File: src/rtl/instruction_fetch.sv
// instruction_fetch: sequential fetch unit sitting in front of instruction decode.
//
// Generates word-aligned fetch addresses and drives an in-order imem request/response
// interface. Returned words are buffered together with their PCs in a small FIFO and
// presented to decode through a valid/ready handshake. A redirect flushes the FIFO,
// and any responses still in flight are discarded before fetch resumes at the new PC.
//
// Ports:
//   clk, rst                        clock; synchronous active-low reset
//   imem_req_o / imem_addr_o        request valid (held until grant) / word address
//   imem_gnt_i                      request accepted this cycle
//   imem_rvalid_i / imem_rdata_i    in-order response valid / instruction word
//   instr_valid_o/instr_o/pc_o      FIFO head presented to decode
//   instr_ready_i                   decode accepts the head
//   redirect_i / redirect_pc_i      one-cycle redirect pulse / new fetch address
//   perf_fetched_o/perf_dropped_o   FIFO-push and discarded-response counters
//                                   (present only when FETCH_PERF_EN is defined)
module instruction_fetch #(
    parameter int          FIFO_DEPTH      = 4,
    parameter int          MAX_OUTSTANDING = 2,
    parameter logic [31:0] RESET_PC        = 32'h0000_0000
) (
    input  logic        clk,
    input  logic        rst,
    output logic        imem_req_o,
    output logic [31:0] imem_addr_o,
    input  logic        imem_gnt_i,
    input  logic        imem_rvalid_i,
    input  logic [31:0] imem_rdata_i,
    output logic        instr_valid_o,
    output logic [31:0] instr_o,
    output logic [31:0] pc_o,
    input  logic        instr_ready_i,
    input  logic        redirect_i,
    input  logic [31:0] redirect_pc_i
`ifdef FETCH_PERF_EN
    ,
    output logic [31:0] perf_fetched_o,
    output logic [31:0] perf_dropped_o
`endif
);

    localparam int AW = $clog2(FIFO_DEPTH);
    localparam int CW = $clog2(FIFO_DEPTH + 1);
    localparam int OW = $clog2(MAX_OUTSTANDING + 1);
    localparam int TW = (MAX_OUTSTANDING > 1) ? $clog2(MAX_OUTSTANDING) : 1;

    typedef enum logic [1:0] {S_BOOT, S_RUN, S_FLUSH} state_t;

    typedef struct packed {
        logic [31:0] instr;
        logic [31:0] pc;
    } entry_t;

    state_t         state, state_next;
    logic [31:0]    pc;
    logic [OW-1:0]  outstanding, outstanding_next;

    entry_t         fifo_mem [FIFO_DEPTH];
    logic [AW-1:0]  rd_ptr, wr_ptr;
    logic [CW-1:0]  fifo_count;

    // Addresses of granted requests, consumed in order as responses return.
    logic [31:0]    tag_mem [MAX_OUTSTANDING];
    logic [TW-1:0]  tag_rd, tag_wr;

    logic           gnt_fire, rsp_fire, redirect_take, push, pop;
    logic [31:0]    credit_used;

    function automatic logic [TW-1:0] tag_inc(input logic [TW-1:0] p);
        if (32'(p) == MAX_OUTSTANDING - 1) return '0;
        return p + 1'b1;
    endfunction

    // Every outstanding request owns a FIFO slot, so the FIFO can never overflow.
    assign credit_used   = 32'(outstanding) + 32'(fifo_count);
    assign redirect_take = redirect_i && (state != S_BOOT);
    assign rsp_fire      = imem_rvalid_i && (outstanding != '0);

    assign imem_req_o    = (state == S_RUN) && !redirect_i &&
                           (32'(outstanding) < MAX_OUTSTANDING) &&
                           (credit_used < FIFO_DEPTH);
    assign gnt_fire      = imem_req_o && imem_gnt_i;
    assign imem_addr_o   = pc;

    assign outstanding_next = outstanding + OW'(gnt_fire) - OW'(rsp_fire);

    always_comb begin
        state_next = state;
        push       = 1'b0;
        pop        = 1'b0;
        case (state)
            S_BOOT:  state_next = S_RUN;
            S_RUN: begin
                push = rsp_fire && !redirect_i;
                pop  = instr_valid_o && instr_ready_i && !redirect_i;
            end
            S_FLUSH: if (outstanding_next == '0) state_next = S_RUN;
            default: state_next = S_BOOT;
        endcase
        if (redirect_take)
            state_next = (outstanding_next != '0) ? S_FLUSH : S_RUN;
    end

    always_ff @(posedge clk) begin
        if (!rst) begin
            state       <= S_BOOT;
            pc          <= RESET_PC;
            outstanding <= '0;
            rd_ptr      <= '0;
            wr_ptr      <= '0;
            fifo_count  <= '0;
            tag_rd      <= '0;
            tag_wr      <= '0;
        end else begin
            state       <= state_next;
            outstanding <= outstanding_next;
            if (gnt_fire) tag_wr <= tag_inc(tag_wr);
            if (rsp_fire) tag_rd <= tag_inc(tag_rd);
            if (redirect_take) begin
                pc         <= redirect_pc_i & 32'hFFFF_FFFC;
                rd_ptr     <= '0;
                wr_ptr     <= '0;
                fifo_count <= '0;
            end else begin
                if (gnt_fire) pc <= pc + 32'd4;
                if (push)     wr_ptr <= wr_ptr + 1'b1;
                if (pop)      rd_ptr <= rd_ptr + 1'b1;
                fifo_count <= fifo_count + CW'(push) - CW'(pop);
            end
        end
    end

    // Storage needs no reset: occupancy is tracked by the pointers and count.
    always_ff @(posedge clk) begin
        if (gnt_fire) tag_mem[tag_wr] <= pc;
        if (push)     fifo_mem[wr_ptr] <= '{instr: imem_rdata_i, pc: tag_mem[tag_rd]};
    end

    // Head is forced to zero when empty so decode never sees stale storage.
    assign instr_valid_o = (fifo_count != '0);
    assign instr_o       = instr_valid_o ? fifo_mem[rd_ptr].instr : '0;
    assign pc_o          = instr_valid_o ? fifo_mem[rd_ptr].pc    : '0;

`ifdef FETCH_PERF_EN
    logic        drop;
    logic [31:0] fetched_cnt, dropped_cnt;

    assign drop = rsp_fire && (redirect_take || (state == S_FLUSH));

    always_ff @(posedge clk) begin
        if (!rst) begin
            fetched_cnt <= '0;
            dropped_cnt <= '0;
        end else begin
            if (push) fetched_cnt <= fetched_cnt + 32'd1;
            if (drop) dropped_cnt <= dropped_cnt + 32'd1;
        end
    end

    assign perf_fetched_o = fetched_cnt;
    assign perf_dropped_o = dropped_cnt;
`endif

endmodule

File: config.mk
export PLATFORM = sky130hd
export DESIGN_NAME = instruction_fetch
export DESIGN_NICKNAME = d
export VERILOG_FILES = /design/src/rtl/instruction_fetch.sv
export SDC_FILE = /design/constraint.sdc
export NUM_CORES = 1
export LEC_CHECK = 0
export CORE_MARGIN = 2
export CORE_UTILIZATION = 55
export CTS_BUF_LIST = sky130_fd_sc_hd__clkbuf_8
export CTS_CLUSTER_SIZE = 10
export DETAILED_ROUTE_END_ITERATION = 10
export PLACE_DENSITY = 0.9
export SLEW_MARGIN = 5
export SYNTH_ARGS = -nofsm -noshare
export SYNTH_HDL_FRONTEND = slang
export SYNTH_SLANG_ARGS = --single-unit
File: constraint.sdc
create_clock -name clk -period 4.3 [get_ports clk]
set_clock_uncertainty 0.15 [all_clocks]
set_input_delay 1.075 -clock clk [delete_from_list [all_inputs] [get_ports clk]]
set_output_delay 1.075 -clock clk [all_outputs]
set_load 0.05 [all_outputs]
# Word-level counts from Yosys, hierarchy flattened

Memories as Yosys holds them, arrays and structs flattened. A register that Yosys moved wholly into a read port is not among the register bits.
Cells that the tools add are included.

Div/mod/pow operators: 0
Muxes and demuxes: 28
$mul: 0
Reductions and logical operators: 19
Shifts and indexed selects: 0
Order comparisons: 2
Add/sub/neg operators: 10
Equal/unequal tests: 4
Bitwise logic cells: 1

Operators by type and width:

| cell                                                                  | number |
|---|---|
| 32-bit two-way mux                                                    | 4 |
| 32-bit by 3-bit adder with 32-bit output (second input constant)      | 1 |
| 1-bit two-way mux                                                     | 18 |
| 2-bit two-way mux                                                     | 5 |
| 1-bit logical AND                                                     | 9 |
| 2-bit nonzero test                                                    | 4 |
| 2-bit case mux with 3 select lines                                    | 1 |
| 2-bit by 1-bit adder with 2-bit output (second input constant)        | 2 |
| 2-bit by 3-bit adder with 4-bit output                                | 1 |
| 2-bit logical NOT                                                     | 2 |
| 4-bit by 3-bit < comparator with 1-bit output (second input constant) | 1 |
| 3-bit by 1-bit adder with 3-bit output                                | 1 |
| 3-bit != test (second input constant)                                 | 1 |
| 3-bit nonzero test                                                    | 1 |
| 3-bit by 1-bit subtractor with 3-bit output                           | 1 |
| 1-bit adder (second input constant)                                   | 2 |
| 2-bit by 1-bit adder with 2-bit output                                | 1 |
| 2-bit by 1-bit == test with 1-bit output (second input constant)      | 1 |
| 2-bit == test (second input constant)                                 | 1 |
| 2-bit < comparator (second input constant)                            | 1 |
| 2-bit != test (second input constant)                                 | 1 |
| 2-bit AND reduction                                                   | 1 |
| 2-bit OR reduction                                                    | 1 |
| 2-bit by 1-bit subtractor with 2-bit output                           | 1 |
| 2 further kinds                                                       | 2 |

Memories kept: 2
Word-level logic and storage cells: 75
RAM bits: 320
Output and inout port bits: 98
Bits in read-only memories: 0
Latch bits: 0
Register bits: 45

Memory list:

| memory   | words | width | read ports | clocked after Yosys merged registers in | write ports | line | source |
|---|---|---|---|---|---|---|---|
| fifo_mem | 4     | 64    | 1          | 1                                       | 1           | 59   | `entry_t fifo_mem [FIFO_DEPTH];` |
| tag_mem  | 2     | 32    | 1          | 1                                       | 1           | 64   | `logic [31:0] tag_mem [MAX_OUTSTANDING];` |

# Logic depth before layout (Yosys ltp)

Gate-level depths: netlist of the first run.

Word-level depth: 11
Mapped depth: 12

# Worst setup path after synthesis of the first run

No wires, ideal clock.

Kind: input to register
Start: input port redirect_i
End: memory fifo_mem[0][10] (netlist bit) (enable)
Cell stages on the path: 3
Library setup time: 0.427 ns
Buffers on the path: 1
Required time: 3.723 ns
Setup slack: 0.610 ns
Data arrival time: 3.113 ns
Path through: nor3b_4 -> clkbuf_1 -> and3_1

Longest elaborated chain between the ends: 5

RTL lines:

| what                                    | line | source |
|---|---|---|
| from (decl)                             | 34   | `input logic redirect_i,` |
| 1-bit logical NOT                       | 95   | `push = rsp_fire && !redirect_i;` |
| 1-bit logical AND                       | 95   |  |
| 1-bit two-way mux                       | 92   | `case (state)` |
| 1-bit two-way mux                       | 137  | `if (push) fifo_mem[wr_ptr] <= '{instr: imem_rdata_i, pc: tag_mem[tag_rd]};` |
| 1-bit two-way mux (not written as such) | 137  |  |
| to (decl)                               | 59   |  |

Every way passes these cells.

==> results.md, run 1 <==
* Outcome: finished clean
* Residual DRC at 0
* Register area at 10200 um^2
* Top Ports at 168
* FFs w/ async S/R, synth at 0%
* Hold path depth at 0
* Max VDD drop at between 300 and 400 uV
* ANT nets after route at 0
* Die width at 164 um
* Buf/Inv on CP at 2
* Area of the multi-input gates at approximately 3600 um^2
* Maxcap violations at 0
* Leakage power at 0.00558 uW
* Clock Power Share at 31.3%
* CTS clock-pin slew for the worst setup and hold paths at 60 ps
* Final period util at a little over nine tenths
* R2R Setup Slk at between 1000 and 1500 ps
* Iteration-0 DRC Markers at between 400 and 500
* Critical path capture point type: output port
* Sequential share of the synthesized area at 72.5%
* Fin Hold WS at 381 ps
* FP Rows at 58
* Worst Hold Class: flip-flop to flip-flop
* Ys Warns at 0
* WP data arrival at 2920 ps
* Final hold viol count at 0
* TritonRoute pass-1 iters at 7
* Synth top area share at 66.0%
* Flop pwr share at 54.0%
* Detailed placement HPWL at 16800 um
* Comb pwr share at 14.7%
* NetSw at 2030 uW
* Number of distinct library cells after synthesis at 46
* RSZ-0062 raised after global routing: no
* Slowest-stage cell, CP: clkdlybuf4s50_1
* Area Overhead vs Synth at 21.4%
* Hold Startpoint: imem_addr_o[24]
* First-pass GRT wire length at 41400 um
* CTS sink cnt at 354
* Synthesis-stage register bit count at around 350
* Syn Area/Cell at 18.0 um^2
* Final Net Count at 1054
* Power Density at roughly 450 nW/um^2
* Largest net degree at the start of global routing at 65
* Die height at 164 um
* DR vias at 7510
* Slew Limit Headroom at ~37%
* Delay-heaviest family, CP: buffers and inverters
* Setup violators final at 0
* Crit Path Class: flip-flop to output port
* Startpoint Class: flip-flop
* Final TNS setup at 0 ps
* Final-layout fill cell count at 1620
* Mapped Area at 14000 um^2
* Fmax at 241 MHz
* CTS buffer count at 53
* R2R Path Start: fifo_count[2]
* Tightest Pin Transition at 944 ps
* Gr ovfl total at 0
* Hold Path End: tag_mem[0][24]
* Worst path cell trace: buf_4, mux4_2, and2_1, clkdlybuf4s50_1
* Most common cell after layout, fill and taps aside: edfxtp_1
* Core ar. at around 25000 um^2
* Cells after Synth at 779
* R2r worst-path depth at 9
* RR Endpoint: fifo_count[2]
* Yosys top cell by area: edfxtp_1
* DR WL/cell at 19.9 um
* Sw frac at 26.6%
* Most frequent cells in the layout: edfxtp_1 (308), clkdlybuf4s50_1 (160), and2_1 (66)
* GRT Util Overall at 20.4%
* Post-synth top flop: edfxtp_1
* Hold-fix buffers, CTS at 0
* Final count of pins violating max slew at 0
* Pint at 5610 uW
* Clock latency on the worst-skew pair at 560 ps
* Antenna Cells at 0
* Max clock buf depth at 3
* Vias in the first global route at 7661
* H-tree Lvls at 2
* Die area at 26800 um^2
* Min Clock Period, post-route at 4150 ps
* CP max stage delay at about 700 ps
* Initial antenna violation count at 0
* Peak fanout along the critical path at 20
* Ratio of cells with drive above 1 in the final layout at around a fifth
* Initial Utilization at 55.8%
* Vias per std cell at 5.60
* Clock Tree Root: clkbuf_8
* TritonCTS clock tree: done
* Largest cells by area after synthesis: edfxtp_1 (66%), mux4_2 (10%), dfxtp_1 (6.6%), and2_1 (2.9%), mux2_2 (2.4%)
* Number of synthesized flops with an enable pin at 308
* Port Buffers at between 150 and 200
* Final WL at 26800 um
* Required @ worst endpoint at 3070 ps
* RePlAce Congestion at 0.801
timing repair:
action / in CTS / in global routing
endpoints found under the setup margin: 0 / 6
resized for setup: 0 / 1
setup buffers: 0 / 0
worst max path at each step:
stage          startpoint              end  slack, ps  cells past startpoint
4_1_cts         flip-flop      instr_o[15]         80                      4
6_report        flip-flop         pc_o[11]        150                      4
3_3_place_gp   redirect_i    fifo_count[2]        530                     11
5_1_grt         flip-flop      instr_o[15]          7                      4
2_1_floorplan  redirect_i  fifo_mem[0][10]        610                      3
3_5_place_dp   redirect_i    fifo_count[2]        480                     11
metal layers:
layer | part of all wire, % | global-route usage, %
met1 | 41 | 26.8
met2 | 49 | 34.2
met3 | 7.0 | 4.55
met4 | 2.3 | 6.66
met5 | 0 | 0
power groups by stage:
stage	registers [uW]	logic (uW)	clock network (uW)
floorplan	4310	586	0
global placement	4180	1090	0
detailed placement	4190	1120	0
CTS	4120	1130	2450
global route	4140	1200	2590
finish	4120	1120	2390
cell families after synthesis:
group           Yosys count  share of synthesized area (%)
compound gates           63                           2.61
xor+xnor                 36                           2.25
fa+ha+maj                11                           1.04
buf+inv                  57                           2.02
flops                   354                           72.5
mux                      94                           12.5
other cells               1                         0.0268
simple gates            163                           7.01
flip-flops by register name, summed over array words and instances, names as in the netlist, 2 cells and up, named ones only:
signal	cells
fifo_count	3
rd_ptr	2
fifo_mem	248
state	2
imem_addr_o	30
tag_mem	60
wr_ptr	2
outstanding	2
per-stage QoR:
| step | cells | power [uW] | area [um^2] | setup slack [ps] | util (%) |
|---|---|---|---|---|---|
| after floorplan | 782 | 4890 | 14000 | 610 | - |
| after global placement | 1248 | 5270 | 16100 | 534 | 64.1 |
| after detailed placement | 1248 | 5310 | 16100 | 475 | 64.1 |
| after CTS | 1342 | 7700 | 17000 | 76.0 | 67.8 |
| after global routing | 1342 | 7940 | 17000 | 7.11 | 67.8 |
| final | 1342 | 7640 | 17000 | 154 | 67.8 |
worst register-to-register path, stage by stage (launching register included):
cell and delay (ps):
dfxtp_1 360, or3_4 640, and3_1 330, ha_1 290
inv_1 40, ha_1 180, fa_1 370, xnor2_1 180
xnor2_1 150, nor2_1 60
synth_stat cells (all sizes together), types with 14 or more instances:
| master | instances |
|---|---|
| xnor2 | 15 |
| o21ai | 29 |
| clkbuf | 28 |
| and3 | 15 |
| mux2 | 30 |
| xor2 | 21 |
| inv | 14 |
| a21oi | 25 |
| buf | 15 |
| nand2 | 16 |
| nand4 | 17 |
| edfxtp | 308 |
| and2 | 66 |
| mux4 | 62 |
| dfxtp | 46 |
| nor2 | 20 |
cell type report:
type	instances	share of cell area, %
Inverter	14	0.309
Tap cell	330	2.43
Sequential cell	354	59.8
Timing Repair Buffer	179	10.8
Multi-Input combinational cell	371	21.2
Clock buffer	53	4.28
Clock inverter	41	1.14
(Power assumes the default switching activity.)
==> inputs of run 2 (changes only) <==
--- a/config.mk
+++ b/config.mk
@@ -11,7 +11,9 @@
 export CTS_CLUSTER_SIZE = 10
 export DETAILED_ROUTE_END_ITERATION = 10
 export PLACE_DENSITY = 0.9
+export REMOVE_ABC_BUFFERS = 1
 export SLEW_MARGIN = 5
 export SYNTH_ARGS = -nofsm -noshare
 export SYNTH_HDL_FRONTEND = slang
 export SYNTH_SLANG_ARGS = --single-unit
+export TNS_END_PERCENT = 10
==> results.md, run 2 (same netlist as run 1, synthesis figures left out) <==
* Outcome: finished clean
* DR vias at 7577
* Port Buffers at 161
* RR Endpoint: fifo_count[2]
* Peak fanout along the critical path at 36
* RSZ-0062 raised after global routing: no
* GRT Util Overall at 21.7%
* Required @ worst endpoint at 3070 ps
* Most common cell after layout, fill and taps aside: edfxtp_1
* TritonRoute pass-1 iters at 5
* Dpl cell area at 16100 um^2
* Fmax at around 250 MHz
* Tightest Pin Transition at 1010 ps
* Setup violators final at 0
* DR WL/cell at 20.5 um
* Hold Startpoint: tag_rd
* Final hold viol count at 0
* Die height at 164 um
* Leakage power at 0.00570 uW
* CTS buffer count at 56
* Final count of pins violating max slew at 0
* Vias per std cell at around 5.6
* Residual DRC at 0
* Cell area after layout at roughly 17000 um^2
* Initial Utilization at 55.8%
* Detailed placement HPWL at about 18000 um
* Buf/Inv on CP at 2
* CTS sink cnt at about 350
* Vias in the first global route at 7869
* Stages on worst setup path at 4
* CP max stage delay at roughly 720 ps
* CTS clock-pin slew for the worst setup and hold paths at 60 ps
* Worst path cell trace: buf_4, mux4_2, and2_1, clkdlybuf4s50_1
* Area Overhead vs Synth at 22.5%
* WP data arrival at 2830 ps
* Antenna Cells at 0
* Hold path depth at 2
* Final Net Count at 1072
* Top Ports at 168
* H-tree Lvls at 2
* Slowest-stage cell, CP: dfxtp_4
* Critical path capture point type: output port
* Hold Path End: tag_rd
* Core ar. at 25100 um^2
* Iteration-0 DRC Markers at 447
* Delay-heaviest family, CP: buffers and inverters
* Worst Hold Class: flip-flop to flip-flop
* Final-layout fill cell count at 1640
* Max VDD drop at 257 uV
* Largest net degree at the start of global routing at 65
* Min Clock Period, post-route at roughly 4100 ps
* Die area at 26800 um^2
* Maxcap violations at 0
* Gr ovfl total at 0
* ANT nets after route at 0
* R2R Path Start: fifo_count[2]
* R2r worst-path depth at 9
* FP Rows at 58
* TritonCTS clock tree: done
* Initial antenna violation count at 0
* Startpoint Class: flip-flop
* Number of flip-flops under the largest register name at 248
* R2R Setup Slk at 1460 ps
* Final TNS setup at 0 ps
* Die width at 164 um
* First-pass GRT wire length at 43600 um
* Crit Path Class: flip-flop to output port
* Top reg by flops: fifo_mem
* Final period util at 94.4%
* Clock latency on the worst-skew pair at about 590 ps
* Fin util at 68.4%
* Power Density at 449 nW/um^2
* RePlAce Congestion at 0.820
* Clock Tree Root: clkbuf_8
* Most frequent cells in the layout: edfxtp_1 (308), clkdlybuf4s50_1 (160), and2_1 (66)
* Final WL at 28000 um
* Max clock buf depth at 3
* Ratio of cells with drive above 1 in the final layout at 20.3%
* Slew Limit Headroom at around 32%
run 2: cell count changes in the layout (fill, tap and decap cells not counted), sizes merged:
cell	previous run	this run
bufinv	1	0
inv	31	39
clkinvlp	1	2
buf	19	34
clkbuf	53	58
clkinv	22	15
run 2: through the flow:
stage          std cells  worst slack (ps)  hold slack, ps  power (uW)
2_1_floorplan        739              -548             322        4860
3_3_place_gp        1256               529             338        5280
3_5_place_dp        1256               536             344        5320
4_1_cts             1356              88.4             364        7760
5_1_grt             1363               118             407        8000
6_report            1363               240             362        7700
run 2: cell type report:
cell class / instances / area [um^2] / share of cell area, %
sequential: 354 / 10200 / 59.3
multi-input combinational: 371 / 3610 / 21.1
timing repair buffer: 194 / 1940 / 11.3
clock buffer: 58 / 798 / 4.65
tap: 330 / 413 / 2.40
clock inverter: 42 / 169 / 0.984
inverter: 14 / 52.6 / 0.306
run 2: where the power goes:
part           switching (uW)  leakage [uW]  total, uW  internal, uW
Combinational             698       0.00195       1130           434
Clock                    1220      0.000581       2450          1240
Sequential                146       0.00317       4120          3970
Total                    2060       0.00570       7700          5640
run 2: worst max path at each step:
stage	from	to	slack, ps
2_1_floorplan	flip-flop	instr_o[0]	-550
3_3_place_gp	redirect_i	imem_req_o	530
3_5_place_dp	redirect_i	fifo_count[2]	540
4_1_cts	flip-flop	instr_o[25]	90
5_1_grt	flip-flop	instr_o[25]	120
6_report	flip-flop	instr_o[26]	240
run 2: metal layers:
layer	vias up	track usage (%)	wire length, um
li1	3460	-	-
met1	3767	29.1	11500
met2	302	36.7	13900
met3	48	4.19	2070
met4	0	5.54	480
met5	-	0	0
run 2: worst min-delay path: stages, from the launching register on:
cell     delay [ps]
dfxtp_1         330
xor2_1           80
nor2_1           70
run 2: timing repair:
item	4_1_cts	5_1_grt
setup endpoints to repair	5	2
gates resized for setup	1	0
hold endpoints to repair	0	0
setup buffers	0	7
hold buffers	0	0
==> inputs of run 3 (changes only) <==
--- a/config.mk
+++ b/config.mk
@@ -10,7 +10,7 @@
 export CTS_BUF_LIST = sky130_fd_sc_hd__clkbuf_8
 export CTS_CLUSTER_SIZE = 10
 export DETAILED_ROUTE_END_ITERATION = 10
-export PLACE_DENSITY = 0.9
+export PLACE_DENSITY = 0.77
 export REMOVE_ABC_BUFFERS = 1
 export SLEW_MARGIN = 5
 export SYNTH_ARGS = -nofsm -noshare
==> results.md, run 3 (same netlist as run 1, synthesis figures left out) <==
* Final TNS setup at 0 ps
* Leakage power at 0.00562 uW
* WP data arrival at 2860 ps
* Critical path capture point type: output port
* Hold-fix buffers, CTS at 0
* Largest net degree at the start of global routing at 58
* R2r worst-path depth at 9
* Most common cell after layout, fill and taps aside: edfxtp_1
* Ratio of cells with drive above 1 in the final layout at 19.9%
* Min Clock Period, post-route at 4080 ps
* Peak fanout along the critical path at 42
* Area Overhead vs Synth at 22.3%
* Most frequent cells in the layout: edfxtp_1 (308), clkdlybuf4s50_1 (160), and2_1 (66)
* Maxcap violations at 0
* DR WL/cell at a little over 20 um
* Fmax at 245 MHz
* Max VDD drop at 242 uV
* Setup violators final at 0
* Gr ovfl total at 0
* Slew Limit Headroom at roughly two fifths
* R2R Path Start: fifo_count[2]
* Vias in the first global route at around 7900
* Final Net Count at 1058
* Clock Tree Root: clkbuf_8
* Startpoint Class: flip-flop
* Die height at 164 um
* Die width at approximately 160 um
* Top reg by flops: fifo_mem
* Final-layout fill cell count at roughly 1700
* TritonRoute pass-1 iters at 7
* Tightest Pin Transition at 884 ps
* CTS buffer count at 54
* Detailed placement HPWL at 17000 um
* R2R Setup Slk at roughly 1300 ps
* Hold Path End: tag_rd
* Crit Path Class: flip-flop to output port
* Required @ worst endpoint at between 3000 and 4000 ps
* Antenna Cells at 0
* RePlAce Congestion at about 0.77
* TritonCTS clock tree: done
* Top Ports at roughly 170
* Vias per std cell at 5.60
* Number of flip-flops under the largest register name at 248
* CTS resizes at 0
* H-tree Lvls at 2
* Final WL at 28000 um
* Max clock buf depth at 3
* Fin Hold WS at 368 ps
* RSZ-0062 raised after global routing: no
* Core ar. at 25100 um^2
* Power Density at 449 nW/um^2
* Clock latency on the worst-skew pair at 570 ps
* Post-CTS Setup Bufs at 0
* Initial Utilization at 55.8%
* Final count of pins violating max slew at 0
* Outcome: finished clean
* Initial antenna violation count at 0
* GRT Util Overall at between 20% and 30%
* DR vias at ~7600
* ANT nets after route at 0
* Hold path depth at 2
* First-pass GRT wire length at 42800 um
* CTS sink cnt at 354
* Final hold viol count at 0
* Residual DRC at 0
* Final period util at ~95%
* Worst Hold Class: flip-flop to flip-flop
* Iteration-0 DRC Markers at 646
* FP Rows at 58
* Die area at 26800 um^2
* RR Endpoint: fifo_count[2]
* Port Buffers at between 150 and 200
* Hold Startpoint: tag_rd
* CTS clock-pin slew for the worst setup and hold paths at 60 ps
-- run 3: worst max path at each step --
stage	start	to	slack, ps	cells after the start
2_1_floorplan	flip-flop	instr_o[0]	-550	2
3_3_place_gp	redirect_i	fifo_count[2]	530	11
3_5_place_dp	redirect_i	fifo_count[2]	430	11
4_1_cts	fifo_count[1]	pc_o[19]	180	4
5_1_grt	fifo_count[1]	pc_o[16]	110	4
6_report	fifo_count[2]	pc_o[19]	220	4
-- run 3: routing by layer --
metal / vias up / part of all wire [%] / wire length (um) / global-route usage [%]
met5: - / 0 / 0 / 0
met4: 0 / 2.8 / 786 / 7.70
met3: 60 / 6.3 / 1770 / 4.34
met2: 255 / 50 / 13900 / 35.5
met1: 3811 / 41 / 11500 / 27.7
li1: 3439 / - / - / -
-- run 3: through the flow --
stage	utilization, %	std cells	power [uW]	cell area (um^2)	setup WS, ps
final	68.3	1352	7690	17100	219
after global placement	64.4	1251	5290	16200	528
after detailed placement	64.4	1251	5330	16200	434
after global routing	68.3	1352	7990	17100	110
after floorplan	-	739	4860	13800	-548
after CTS	68.3	1352	7770	17100	178
-- run 3: critical path, stage by stage (launching register included) --
cell and delay (ps):
dfxtp_1 360, or3_2 720, buf_12 290, and2_1 160, clkdlybuf4s50_1 750
-- run 3: layout make-up --
type	instances	area, um^2	share of cell area [%]
sequential	354	10200	59.4
multi-input combinational	371	3620	21.1
timing repair buffer	182	1920	11.2
clock buffer	56	771	4.50
tap	330	413	2.41
clock inverter	45	186	1.09
inverter	14	52.6	0.307
-- run 3: report_power, final --
| group | total [uW] | internal [uW] | switching (uW) |
|---|---|---|---|
| Combinational | 1150 | 438 | 709 |
| Clock | 2430 | 1210 | 1220 |
| Sequential | 4110 | 3970 | 145 |
| Total | 7690 | 5620 | 2080 |
